**src/rtl/pirdsp_config_loader.sv**
```systemverilog
// pirdsp_config_loader: serial loader/readback/verify engine for a DSP configuration daisy chain
//   clk                  : single clock, all state updates on the rising edge
//   reset                : synchronous active-high reset
//   cfg_valid/cfg_ready  : request handshake, accepted only in IDLE
//   cfg_word             : image to load, bit i lands in chain register i (register 0 at the head)
//   cfg_verify           : request a second pass that reshifts the image and checks it
//   configuration_enable : chain shift enable, high in LOAD and VERIFY
//   configuration_input  : serial data into the chain head, MSB of the image first
//   configuration_output : serial data from the chain tail
//   busy / done          : not-IDLE flag / one-cycle completion pulse
//   readback             : chain image captured while loading, bit i = old register i
//   verify_err           : sticky mismatch flag from the verify pass
module pirdsp_config_loader #(
    parameter int CHAIN_LEN = 4,
    parameter int CNT_W     = 8
) (
    input  logic                 clk,
    input  logic                 reset,
    input  logic                 cfg_valid,
    output logic                 cfg_ready,
    input  logic [CHAIN_LEN-1:0] cfg_word,
    input  logic                 cfg_verify,
    output logic                 configuration_enable,
    output logic                 configuration_input,
    input  logic                 configuration_output,
    output logic                 busy,
    output logic                 done,
    output logic [CHAIN_LEN-1:0] readback,
    output logic                 verify_err
);
    typedef enum logic [1:0] {IDLE, LOAD, VERIFY, DONE} state_t;
    state_t               state_q, state_d;
    logic [CNT_W-1:0]     cnt_q, cnt_d;
    logic [CHAIN_LEN-1:0] shift_q, shift_d, hold_q, hold_d, rb_q, rb_d;
    logic                 vflag_q, vflag_d, verr_q, verr_d;
    logic                 last;
    assign last = cnt_q == CNT_W'(CHAIN_LEN - 1);
    always_comb begin
        state_d = state_q;
        cnt_d   = cnt_q;
        shift_d = shift_q;
        hold_d  = hold_q;
        rb_d    = rb_q;
        vflag_d = vflag_q;
        verr_d  = verr_q;
        case (state_q)
            IDLE: if (cfg_valid) begin
                state_d = LOAD;
                shift_d = cfg_word;
                hold_d  = cfg_word;
                vflag_d = cfg_verify;
                verr_d  = 1'b0;
                cnt_d   = '0;
            end
            LOAD: begin
                // the tail bit leaving the chain is the old image, MSB first
                rb_d    = CHAIN_LEN'({rb_q, configuration_output});
                cnt_d   = last ? '0 : cnt_q + 1'b1;
                shift_d = (last && vflag_q) ? hold_q : shift_q << 1;
                state_d = last ? (vflag_q ? VERIFY : DONE) : LOAD;
            end
            VERIFY: begin
                // the bit emerging now is the one shifted in CHAIN_LEN cycles earlier,
                // which is the same image bit currently at the shift register MSB
                verr_d  = verr_q | (configuration_output != shift_q[CHAIN_LEN-1]);
                shift_d = shift_q << 1;
                cnt_d   = last ? '0 : cnt_q + 1'b1;
                state_d = last ? DONE : VERIFY;
            end
            default: state_d = IDLE;
        endcase
    end
    always_ff @(posedge clk) begin
        if (reset) begin
            state_q <= IDLE;
            cnt_q   <= '0;
            shift_q <= '0;
            hold_q  <= '0;
            rb_q    <= '0;
            vflag_q <= 1'b0;
            verr_q  <= 1'b0;
        end else begin
            state_q <= state_d;
            cnt_q   <= cnt_d;
            shift_q <= shift_d;
            hold_q  <= hold_d;
            rb_q    <= rb_d;
            vflag_q <= vflag_d;
            verr_q  <= verr_d;
        end
    end
    assign cfg_ready            = state_q == IDLE;
    assign busy                 = state_q != IDLE;
    assign done                 = state_q == DONE;
    assign configuration_enable = (state_q == LOAD) || (state_q == VERIFY);
    assign configuration_input  = shift_q[CHAIN_LEN-1];
    assign readback             = rb_q;
    assign verify_err           = verr_q;
endmodule

```
**config.mk**
```make
export PLATFORM = sky130hd
export DESIGN_NAME = pirdsp_config_loader
export DESIGN_NICKNAME = d
export VERILOG_FILES = /design/src/rtl/pirdsp_config_loader.sv
export SDC_FILE = /design/constraint.sdc
export NUM_CORES = 1
export LEC_CHECK = 0
export ABC_AREA = 1
export CORE_MARGIN = 1
export CORE_UTILIZATION = 50
export CTS_BUF_LIST = sky130_fd_sc_hd__clkbuf_8
export DETAILED_ROUTE_END_ITERATION = 7
export GPL_TIMING_DRIVEN = 0
export HOLD_SLACK_MARGIN = 0.03
export PLACE_DENSITY = 0.75
export RECOVER_POWER = 25
export SETUP_SLACK_MARGIN = 0.4
export SLEW_MARGIN = 15
export SYNTH_ARGS = -nofsm -noshare
export SYNTH_HDL_FRONTEND = slang
export SYNTH_SLANG_ARGS = --single-unit
```
**constraint.sdc**
```tcl
create_clock -name clk -period 4.5 [get_ports clk]
set_clock_uncertainty 0.05 [all_clocks]
set_input_delay 0.9 -clock clk [delete_from_list [all_inputs] [get_ports clk]]
set_output_delay 0.9 -clock clk [all_outputs]
set_load 0.05 [all_outputs]
```
==> metrics.yaml <==
status: "finished, final reports clean"
rows: 17
finalSetupViolations: 0
rsz0062_at_grt: "no"
clk_latency_ns: 0.27
drive_gt1_share_pct: 5.64
worst_pin_slew_ns: 0.930
slew_headroom_pct: 37.4
netlist_area_mm2: 0.00124
clock_sinks: 24
drv_cap: 0
clk_pin_slew_ns: 0.09
area_growth_pct: 20.3
yosysTopAreaCell: "dfxtp_1"
wirelength_um: 2600
hold_class: "reg -> reg"
crit_path_end_kind: "primary output"
dieArea_mm2: 0.00269
cp-start-kind: "flip-flop"
cts_buffers: 3
tns_ns: 0
cts_tree: "done"
synth_cell_types: 25
power_density_mw_per_mm2: 372
synth_nets: 187
dp_hpwl_um: 1950
gp_congestion: 0.835
final_net_count: 210
worst-endpoint-required_ns: 3.55
wl_per_cell_um: 11.7
stdcell_area_mm2: 0.00150
core_area_mm2: 0.00228
dpl-instance-area_mm2: 0.00146
vias: 1183
start_util_pct: 54.7
port_buffers: 18
cts_max_level: 1
leakage_nw: 0.622
drc: 0
grt_max_degree: 15
synth_top_area_share_pct: 38.6
fin_crit_sh_pct: 67.4
die_h_um: 51.9
vdd_drop_max_mv: 0.309
diodes: 0
grt_antenna_before_repair: 0
synth-seq-area-share_pct: 38.6
final_common_cell: "nand2_1"
drt-pass1-iter-count: 4
avgSynthCellArea_um2: 7.20
routed_via_density: 5.30
fmax_mhz: 330
io_pins: 19
postRouteAntennaNets: 0
ctsResizeCount: 0
layout_common_cells: "nand2_1, nor2_1, dfxtp_1, inv_1, a21oi_1"
dieWidth_um: 51.9
grt_pass1_vias: 952
period_minus_slack_ns: 3.03
grt_use_total_pct: 21.1
holdBufCountCts: 0
hold_violations: 0
clockRootBuffer: "clkbuf_8"
grt_pass1_wl_um: 4130
drv_slew: 0
setup.worst_path.class: "reg -> out"
synth_cells: 173
drtIter0Drc: 22
overflow: 0
synth-seq-cells: 24
arrival_ns: 2.08
yosys_warnings: 0
yosys-top-cells-area: "dfxtp_1, a21oi_1, nand2_1"
post-cts-setup-buffer-count: 0
clk_path_buf_depth: 2
path_max_fanout: 6
-- cells in the mapped netlist, drive strengths merged --
| cell | number |
|---|---|
| ha | 5 |
| nand4 | 2 |
| clkbuf | 1 |
| dfxtp | 24 |
| xor2 | 1 |
| nor2 | 27 |
| inv | 24 |
| nand2 | 28 |
| nor3 | 7 |
| a31oi | 1 |
| nor3b | 2 |
| or2 | 1 |
| buf | 2 |
| o21ai | 13 |
| a21oi | 20 |
| nand3 | 15 |
-- layout make-up --
class / count / area, um2
timing repair buffer: 18 / 180
clock buffer: 3 / 41.3
inverter: 24 / 90.1
multi-input combinational: 122 / 629
fill: 199 / 778
clock inverter: 1 / 30.0
sequential: 24 / 480
buffer: 3 / 11.3
tap: 28 / 35.0
-- through the flow --
stage | hold WS, ns | utilization, % | std cells | total power, mW | worst slack (ns)
after detailed placement | 0.402 | 64.2 | 219 | 0.374 | 1.80
final | 0.410 | 65.8 | 223 | 0.558 | 1.47
after CTS | 0.415 | 67.3 | 223 | 0.566 | 1.48
after global routing | 0.434 | 65.8 | 223 | 0.581 | 1.42
after global placement | 0.396 | 64.2 | 219 | 0.372 | 1.82
after floorplan | 0.380 | - | 173 | 0.334 | 2.14
-- cell families after synthesis --
| logic type | synth area share (%) |
|---|---|
| buffers and inverters | 8.74 |
| flip-flops | 38.6 |
| AO/OA/AOI/OAI | 14.7 |
| XOR/XNOR | 0.704 |
| AND/OR/NAND/NOR | 32.3 |
| adder cells (fa/ha/maj) | 5.03 |
-- critical path, cell delays in order (launching register included) --
cell and delay (ns):
dfxtp_1 0.42, inv_1 0.09, ha_1 0.44, clkdlybuf4s50_1 0.86
-- layer usage --
layer  global-route usage (%)  part of all wire [%]
met1                     26.0                    48
met2                     35.7                    47
met3                     3.51                   3.3
met4                     9.46                   1.7
met5                        0                     0
-- flip-flops by register name, summed over array words and instances (netlist names) --
signal	cells
cnt_q	8
hold_q	4
readback	4
shift_q	4
state_q	2
verify_err	1
vflag_q	1
-- power breakdown --
part	internal (mW)	total [mW]	switching (mW)
combinational	0.0429	0.124	0.0814
clock	0.119	0.194	0.0754
sequential	0.228	0.239	0.0110
total	0.390	0.558	0.168
-- final timing paths --
check,from,to,slack (ns),depth (start not counted)
max,state_q[0],configuration_enable,1.47,3
min,hold_q[3],hold_q[3],0.41,2
max reg2reg,state_q[0],cnt_q[6],2.16,6
min reg2reg,hold_q[3],hold_q[3],0.41,2
(Power assumes the default switching activity.)
